File: src/rtl/csr_pkg.sv
// Shared types and default widths for the CSR row streamer.
// Widths track the p-bit engine defaults.
package csr_pkg;

    typedef enum logic [2:0] {
        IDLE,
        PTR,
        STREAM,
        DRAIN,
        DONE
    } csr_state_t;

    localparam int CSR_NUM_PBITS = 16;
    localparam int CSR_MAX_NNZ   = 256;
    localparam int CSR_VAL_WIDTH = 8;
    localparam int CSR_H_WIDTH   = 9;
    localparam int CSR_LEN_WIDTH = 5;

endpackage

File: src/rtl/csr_row_streamer_if.sv
// Row request / beat stream bundle between the CSR streamer
// (slave) and the p-bit compute FSM (master).
interface csr_row_streamer_if
    import csr_pkg::*;
#(
    parameter int NUM_PBITS   = CSR_NUM_PBITS,
    parameter int VAL_WIDTH   = CSR_VAL_WIDTH,
    parameter int INDEX_WIDTH = $clog2(NUM_PBITS),
    parameter int H_WIDTH     = CSR_H_WIDTH,
    parameter int LEN_WIDTH   = CSR_LEN_WIDTH
);
    localparam int ROW_W = $clog2(NUM_PBITS + 1);

    logic                   start_load;
    logic [ROW_W-1:0]       current_row;
    logic                   compute_done;
    logic                   data_valid;
    logic [VAL_WIDTH-1:0]   value;
    logic [INDEX_WIDTH-1:0] index;
    logic [LEN_WIDTH-1:0]   row_length;
    logic [H_WIDTH-1:0]     h;
    logic                   load_done;
    logic                   cfg_err;

    modport slave (
        input  start_load, current_row, compute_done,
        output data_valid, value, index, row_length,
        output h, load_done, cfg_err
    );

    modport master (
        output start_load, current_row, compute_done,
        input  data_valid, value, index, row_length,
        input  h, load_done, cfg_err
    );

endinterface

File: src/rtl/csr_rom.sv
// Single-port ROM, contents preloaded by the environment,
// with either a combinational or a 1-cycle registered read.
module csr_rom #(
  parameter int WIDTH     = 8,
  parameter int DEPTH     = 16,
  parameter     INIT_FILE = "",
  parameter bit SYNC      = 1'b1,
  parameter int AW        = (DEPTH > 1) ? $clog2(DEPTH) : 1
) (
  input  logic             clk,
  input  logic [AW-1:0]    addr,
  output logic [WIDTH-1:0] data
);
  logic [WIDTH-1:0] mem [DEPTH];

  if (SYNC) begin : g_sync
    logic [WIDTH-1:0] q;
    always_ff @(posedge clk) q <= mem[addr];
    assign data = q;
  end else begin : g_async
    logic unused_clk;
    assign unused_clk = clk;
    assign data = mem[addr];
  end

endmodule

File: src/rtl/csr_row_streamer.sv
// Streams one CSR row of J (bias, length, then value/index beats).
// Define CSR_ROW_CHECK_EN to enable ROM-consistency checks and cfg_err.
module csr_row_streamer
    import csr_pkg::*;
#(
    parameter int NUM_PBITS   = CSR_NUM_PBITS,
    parameter int MAX_NNZ     = CSR_MAX_NNZ,
    parameter int VAL_WIDTH   = CSR_VAL_WIDTH,
    parameter int INDEX_WIDTH = $clog2(NUM_PBITS),
    parameter int H_WIDTH     = CSR_H_WIDTH,
    parameter int LEN_WIDTH   = CSR_LEN_WIDTH,
    parameter     PTR_FILE    = "",
    parameter     VAL_FILE    = "",
    parameter     IDX_FILE    = "",
    parameter     H_FILE      = ""
) (
    input logic               clk,
    input logic               reset_n,
    csr_row_streamer_if.slave bus
);
    localparam int ROW_W  = $clog2(NUM_PBITS + 1);
    localparam int PTR_W  = $clog2(MAX_NNZ + 1);
    localparam int NNZ_AW = $clog2(MAX_NNZ);
    localparam int HA_W   = $clog2(NUM_PBITS);
`ifdef CSR_ROW_CHECK_EN
    // One spare bit so corrupt indices are representable.
    localparam int IDXR_W = INDEX_WIDTH + 1;
`else
    localparam int IDXR_W = INDEX_WIDTH;
`endif
    localparam logic [ROW_W-1:0]     ROW_LIM = ROW_W'(NUM_PBITS);
    localparam logic [LEN_WIDTH-1:0] LEN_MAX = '1;

    csr_state_t state, state_nx;
    logic latch_row, latch_ptr, rd_issue;

    logic [ROW_W-1:0]       row_q, ptr_addr;
    logic                   row_ok, in_ok, bad_row;
    logic [PTR_W-1:0]       ptr_lo, ptr_rd, ptr_diff;
    logic [H_WIDTH-1:0]     h_rd, h_q;
    logic [LEN_WIDTH-1:0]   len_q, len_sat, len_new, k_q;
    logic [NNZ_AW-1:0]      nnz_addr;
    logic [VAL_WIDTH-1:0]   val_rd, val_q;
    logic [IDXR_W-1:0]      idx_rd;
    logic [INDEX_WIDTH-1:0] idx_q;
    logic                   idx_ok, rd_pend, dv_q, ld_q;

    assign in_ok  = bus.current_row < ROW_LIM;
    assign row_ok = row_q < ROW_LIM;

    // row_ptr is single-ported: lo is read while idle, hi in PTR.
    always_comb begin
        ptr_addr = '0;
        if (state == IDLE) begin
            if (in_ok) ptr_addr = bus.current_row;
        end else if (row_ok) begin
            ptr_addr = row_q + ROW_W'(1);
        end
    end

    assign ptr_diff = ptr_rd - ptr_lo;
    assign len_sat  = (ptr_diff > PTR_W'(LEN_MAX)) ?
                      LEN_MAX : ptr_diff[LEN_WIDTH-1:0];
`ifdef CSR_ROW_CHECK_EN
    assign bad_row = (ptr_rd < ptr_lo) ||
                     (ptr_rd > PTR_W'(MAX_NNZ));
    assign idx_ok  = idx_rd < IDXR_W'(NUM_PBITS);
`else
    assign bad_row = 1'b0;
    assign idx_ok  = 1'b1;
`endif
    assign len_new  = (!row_ok || bad_row) ? '0 : len_sat;
    assign nnz_addr = NNZ_AW'(ptr_lo + PTR_W'(k_q));

    csr_rom #(.WIDTH(PTR_W), .DEPTH(NUM_PBITS + 1),
              .INIT_FILE(PTR_FILE), .SYNC(1'b0))
    u_ptr (.clk(clk), .addr(ptr_addr), .data(ptr_rd));

    csr_rom #(.WIDTH(H_WIDTH), .DEPTH(NUM_PBITS),
              .INIT_FILE(H_FILE), .SYNC(1'b0))
    u_h (.clk(clk), .addr(row_q[HA_W-1:0]), .data(h_rd));

    csr_rom #(.WIDTH(VAL_WIDTH), .DEPTH(MAX_NNZ),
              .INIT_FILE(VAL_FILE), .SYNC(1'b1))
    u_val (.clk(clk), .addr(nnz_addr), .data(val_rd));

    csr_rom #(.WIDTH(IDXR_W), .DEPTH(MAX_NNZ),
              .INIT_FILE(IDX_FILE), .SYNC(1'b1))
    u_idx (.clk(clk), .addr(nnz_addr), .data(idx_rd));

    always_ff @(posedge clk or negedge reset_n) begin
        if (!reset_n) state <= IDLE;
        else          state <= state_nx;
    end

    always_comb begin
        state_nx = state;
        unique case (state)
            IDLE:   if (bus.start_load) state_nx = PTR;
            PTR:    state_nx = (len_new == '0) ? DRAIN : STREAM;
            STREAM: if (k_q == len_q - 1'b1) state_nx = DRAIN;
            DRAIN:  state_nx = DONE;
            DONE:   if (bus.compute_done && ld_q) state_nx = IDLE;
            default: state_nx = IDLE;
        endcase
    end

    always_comb begin
        latch_row = 1'b0;
        latch_ptr = 1'b0;
        rd_issue  = 1'b0;
        unique case (state)
            IDLE:    latch_row = bus.start_load;
            PTR:     latch_ptr = 1'b1;
            STREAM:  rd_issue  = 1'b1;
            default: ;
        endcase
    end

    always_ff @(posedge clk or negedge reset_n) begin
        if (!reset_n) begin
            row_q   <= '0;
            ptr_lo  <= '0;
            h_q     <= '0;
            len_q   <= '0;
            k_q     <= '0;
            rd_pend <= 1'b0;
            dv_q    <= 1'b0;
            val_q   <= '0;
            idx_q   <= '0;
            ld_q    <= 1'b0;
        end else begin
            if (latch_row) begin
                row_q  <= bus.current_row;
                ptr_lo <= in_ok ? ptr_rd : '0;
            end
            if (latch_ptr) begin
                h_q   <= row_ok ? h_rd : '0;
                len_q <= len_new;
                k_q   <= '0;
            end else if (rd_issue) begin
                k_q <= k_q + 1'b1;
            end
            rd_pend <= rd_issue;
            dv_q    <= rd_pend && idx_ok;
            if (rd_pend && idx_ok) begin
                val_q <= val_rd;
                idx_q <= idx_rd[INDEX_WIDTH-1:0];
            end
            ld_q <= (state == DONE) && !(bus.compute_done && ld_q);
        end
    end

`ifdef CSR_ROW_CHECK_EN
    logic err_q;
    always_ff @(posedge clk or negedge reset_n) begin
        if (!reset_n) begin
            err_q <= 1'b0;
        end else if ((latch_ptr && row_ok && bad_row) ||
                     (rd_pend && !idx_ok)) begin
            err_q <= 1'b1;
        end
    end
    assign bus.cfg_err = err_q;
`else
    assign bus.cfg_err = 1'b0;
`endif

    assign bus.data_valid = dv_q;
    assign bus.value      = val_q;
    assign bus.index      = idx_q;
    assign bus.row_length = len_q;
    assign bus.h          = h_q;
    assign bus.load_done  = ld_q;

endmodule

File: src/flat_wrapper.sv
// flat-port wrapper written by rule: the top's interface ports become plain ports
module csr_row_streamer_flat import csr_pkg::*;
#(
    parameter int NUM_PBITS   = CSR_NUM_PBITS,
    parameter int MAX_NNZ     = CSR_MAX_NNZ,
    parameter int VAL_WIDTH   = CSR_VAL_WIDTH,
    parameter int INDEX_WIDTH = $clog2(NUM_PBITS),
    parameter int H_WIDTH     = CSR_H_WIDTH,
    parameter int LEN_WIDTH   = CSR_LEN_WIDTH,
    parameter     PTR_FILE    = "",
    parameter     VAL_FILE    = "",
    parameter     IDX_FILE    = "",
    parameter     H_FILE      = ""
)
  (clk, reset_n, bus_start_load, bus_current_row, bus_compute_done, bus_data_valid, bus_value, bus_index, bus_row_length, bus_h, bus_load_done, bus_cfg_err);
  csr_row_streamer_if #(.NUM_PBITS(NUM_PBITS), .VAL_WIDTH(VAL_WIDTH), .INDEX_WIDTH(INDEX_WIDTH), .H_WIDTH(H_WIDTH), .LEN_WIDTH(LEN_WIDTH)) bus_i ();
  input logic clk;
  input logic reset_n;
  input wire logic [$bits(bus_i.start_load)-1:0] bus_start_load;
  input wire logic [$bits(bus_i.current_row)-1:0] bus_current_row;
  input wire logic [$bits(bus_i.compute_done)-1:0] bus_compute_done;
  output wire logic [$bits(bus_i.data_valid)-1:0] bus_data_valid;
  output wire logic [$bits(bus_i.value)-1:0] bus_value;
  output wire logic [$bits(bus_i.index)-1:0] bus_index;
  output wire logic [$bits(bus_i.row_length)-1:0] bus_row_length;
  output wire logic [$bits(bus_i.h)-1:0] bus_h;
  output wire logic [$bits(bus_i.load_done)-1:0] bus_load_done;
  output wire logic [$bits(bus_i.cfg_err)-1:0] bus_cfg_err;
  assign bus_i.start_load = bus_start_load;
  assign bus_i.current_row = bus_current_row;
  assign bus_i.compute_done = bus_compute_done;
  assign bus_data_valid = bus_i.data_valid;
  assign bus_value = bus_i.value;
  assign bus_index = bus_i.index;
  assign bus_row_length = bus_i.row_length;
  assign bus_h = bus_i.h;
  assign bus_load_done = bus_i.load_done;
  assign bus_cfg_err = bus_i.cfg_err;
  csr_row_streamer #(.NUM_PBITS(NUM_PBITS), .MAX_NNZ(MAX_NNZ), .VAL_WIDTH(VAL_WIDTH), .INDEX_WIDTH(INDEX_WIDTH), .H_WIDTH(H_WIDTH), .LEN_WIDTH(LEN_WIDTH), .PTR_FILE(PTR_FILE), .VAL_FILE(VAL_FILE), .IDX_FILE(IDX_FILE), .H_FILE(H_FILE)) u_core (.clk(clk), .reset_n(reset_n), .bus(bus_i));
endmodule
File: config.mk
export PLATFORM = sky130hd
export DESIGN_NAME = csr_row_streamer_flat
export DESIGN_NICKNAME = d
export VERILOG_FILES = /design/src/rtl/csr_pkg.sv /design/src/rtl/csr_row_streamer_if.sv /design/src/rtl/csr_rom.sv /design/src/rtl/csr_row_streamer.sv /design/src/flat_wrapper.sv
export SDC_FILE = /design/constraint.sdc
export NUM_CORES = 1
export LEC_CHECK = 0
export BUFFER_PORTS_ARGS = -buffer_cell sky130_fd_sc_hd__buf_2
export CORE_MARGIN = 2
export CORE_UTILIZATION = 44
export CTS_CLUSTER_DIAMETER = 30
export CTS_CLUSTER_SIZE = 20
export DETAILED_ROUTE_END_ITERATION = 10
export PLACE_DENSITY = 0.84
export SYNTH_ARGS = -nofsm -noshare
export SYNTH_HDL_FRONTEND = slang
export SYNTH_SLANG_ARGS = --single-unit
File: constraint.sdc
create_clock -name clk -period 1.7 [get_ports clk]
set_input_delay 0.17 -clock clk [delete_from_list [all_inputs] [get_ports clk]]
set_output_delay 0.17 -clock clk [all_outputs]
set_load 0.02 [all_outputs]
==> impl_metrics.yaml <==
run_status:
  status: "finished clean"
pwr:
  ir_drop_v: 0.000607
  leakage_uw: 0.000398
  p_per_area_mw_per_mm2: 1850
global_route:
  grt_antenna_before_repair: 0
  gr-total-overflow: 0
  grt_pass1_vias: 370
  grt_max_degree: 14
  grt_pass1_wl_um: 1590
  grt.total_usage_pct: 11.0
drt:
  dr.pass1.iters: 4
  viasPerCell: 4.37
  drc: 0
  final_antenna_net_count: 0
  drt_wl_total_um: 1110
  vias: 481
  drt_iter0_drc: 5
  wire_per_inst_um: 10.1
clock_tree:
  cts_buffers: 3
  cts_tree: "built"
  cts_root_buf: "clkbuf_4"
  insertion_delay_ns: 0.28
  clock-sinks: 13
  htree_levels: 1
  clockBufferDepth: 2
  cts_resized: 0
  cts.clk_slew.worst_paths_ns: 0.08
  post_cts_buffers: 0
  ctsHoldBuffers: 1
sta:
  finalSetupTns_ns: 0
  finalSetupViolCount: 0
  finalCriticalPeriod_ns: 1.33
  hold_violations: 0
  timing.fmax_mhz: 751
  rsz0062_at_grt: "false"
  period_share_pct: 78.3
  maxSlewViolCount: 0
  skew_ns: 0.00247
cells_and_area:
  num_antenna_cells: 0
  post-route-util_pct: 46.4
  layoutNonFillerInstCount: 110
  multi_input_area_um2: 338
  regArea_um2: 325
  drive_above_1_share_pct: 24.7
  syn2layout_area_growth_pct: -0.157
  nets: 96
  nFillCells: 157
critical_path:
  critPathCaptureType: "flip-flop"
  worstPathRequired_ns: 1.87
  cp.arrival_ns: 1.50
  reg2regPathDepth: 3
  r2r_setup_slack_ns: 0.37
  startpoint: "u_core.state[0]"
  critPathKind: "reg -> reg"
  r2r-end: "u_core.k_q[4]"
  r2r-start: "u_core.state[0]"
  crit_fanout: 8
  crit_path_end: "u_core.k_q[4]"
  start_kind: "flip-flop"
hold_path:
  hold_start: "bus_compute_done"
  holdCritPathClass: "in -> reg"
yosys:
  yosys_warnings: 0
  netlist_instances: 75
  ys_ff_latch: 13
  synth.distinct_cells: 26
  synthesis.area_um2: 795
  syn_area_per_cell_um2: 10.6
  seq_area_frac_synth_pct: 40.9
placed_design:
  dp_hpwl_um: 784
  port_buffers: 11
  dpl.cell_count: 105
  place_congestion: 0.784
die:
  die_h_um: 46.5
  io_pins: 38
  rows: 15
  core_area_mm2: 0.00171
  initial_core_util_pct: 46.5
  die_x_um: 46.5
  die-area_mm2: 0.00216
flow_run:
  drv_cap: 0
-- final cells by class --
type,instances,area share [%]
Multi-Input combinational cell,54,42.6
Clock buffer,4,3.31
Timing Repair Buffer,12,8.20
Tap cell,25,3.94
Inverter,2,0.946
Sequential cell,13,41.0
-- worst max-delay path: stages, from the launching register on --
cell	delay, ns
dfrtp_1	0.53
or3b_4	0.47
a21oi_1	0.17
a21oi_1	0.05
-- synthesized netlist by cell type --
library cell | instances | area share (%)
inv_2 | 1 | 0.47
a31o_1 | 1 | 1.1
dfrtp_1 | 13 | 41
xnor2_1 | 1 | 1.1
conb_1 | 1 | 0.47
buf_4 | 27 | 26
nand2b_4 | 1 | 1.7
a2111oi_2 | 1 | 1.9
nor3b_4 | 1 | 2.4
and4bb_1 | 1 | 1.6
nand3_1 | 2 | 1.3
o21a_1 | 2 | 1.9
or3b_4 | 1 | 1.4
o21ai_1 | 1 | 0.63
mux2_1 | 2 | 2.8
nor2_1 | 2 | 0.95
xor2_1 | 1 | 1.1
a32o_1 | 1 | 1.3
and4_1 | 1 | 1.1
nand2_1 | 4 | 1.9
a21oi_2 | 1 | 1.1
inv_1 | 1 | 0.47
ha_1 | 1 | 1.6
nor4b_1 | 1 | 1.1
a21oi_1 | 5 | 3.1
o21ai_2 | 1 | 1.1
-- through the flow --
step	worst slack (ns)	hold slack, ns	power, uW	instance area, um^2
detailed placement	0.376	0.0686	1280	757
global placement	0.409	0.0630	1250	757
global route	0.299	0.0561	1580	793
CTS	0.361	0.0601	1480	793
finish	0.368	0.0665	1470	793
floorplan	0.448	-0.126	1230	873
-- flip-flops by register name (all words and copies together) (netlist names) --
signal and flops:
u_core.bus.load_done 1, u_core.row_q 1, u_core.bus.data_valid 1, u_core.bus.row_length 1, u_core.rd_pend 1, u_core.state 3
u_core.k_q 5
-- power breakdown --
group / switching, uW / leakage [uW] / total, uW / internal (uW)
Clock: 103 / 0.0000150 / 194 / 91.2
Sequential: 179 / 0.000165 / 631 / 452
Combinational: 362 / 0.000218 / 641 / 279
Total: 644 / 0.000398 / 1470 / 822
-- layout by cell type, fill, tap and decap left out --
cell type / n
dlygate4sd3_1: 1
and4bb_1: 1
xor2_1: 1
a2111oi_2: 1
clkbuf_1: 1
nand2_1: 4
a21oi_2: 1
o21a_1: 2
nand2b_4: 1
nor4b_1: 1
a21oi_1: 5
conb_1: 22
and4_1: 1
o21ai_1: 1
o21ai_2: 1
a31o_1: 1
ha_1: 1
nand3_1: 2
xnor2_1: 1
buf_2: 11
clkbuf_4: 3
inv_1: 1
or3b_4: 1
inv_2: 1
nor3b_4: 1
dfrtp_1: 13
a32o_1: 1
mux2_1: 2
nor2_1: 2
-- worst min path at each step --
stage                                  endpoint  slack [ns]  cells after the start
final                      u_core.bus.load_done        0.07                      2
after global routing       u_core.bus.load_done        0.06                      2
after CTS                  u_core.bus.load_done        0.06                      2
after detailed placement        u_core.row_q[4]        0.07                      1
after global placement          u_core.row_q[4]        0.06                      1
after floorplan           u_core.bus.data_valid       -0.13                      0
-- layer usage --
metal | vias up | wire length (um) | GRT usage (%)
li1 | 226 | - | -
met1 | 229 | 480 | 12.5
met2 | 22 | 512 | 17.5
met3 | 4 | 98 | 4.71
met4 | 0 | 19 | 5.14
met5 | - | 0 | 0
-- cells by family (layout without fill, tap and decap cells) --
family                   Yosys count  in the layout  synth area share, %
buffers and inverters             29             18                 26.5
AND/OR/NAND/NOR                   14             14                 13.4
AO/OA/AOI/OAI                     13             13                 12.1
flip-flops                        13             13                 40.9
XOR/XNOR                           2              2                 2.21
multiplexers                       2              2                 2.83
adder cells (fa/ha/maj)            1              1                 1.57
other                              1             22                0.472
No activity file was read; power rests on OpenSTA's default activity.
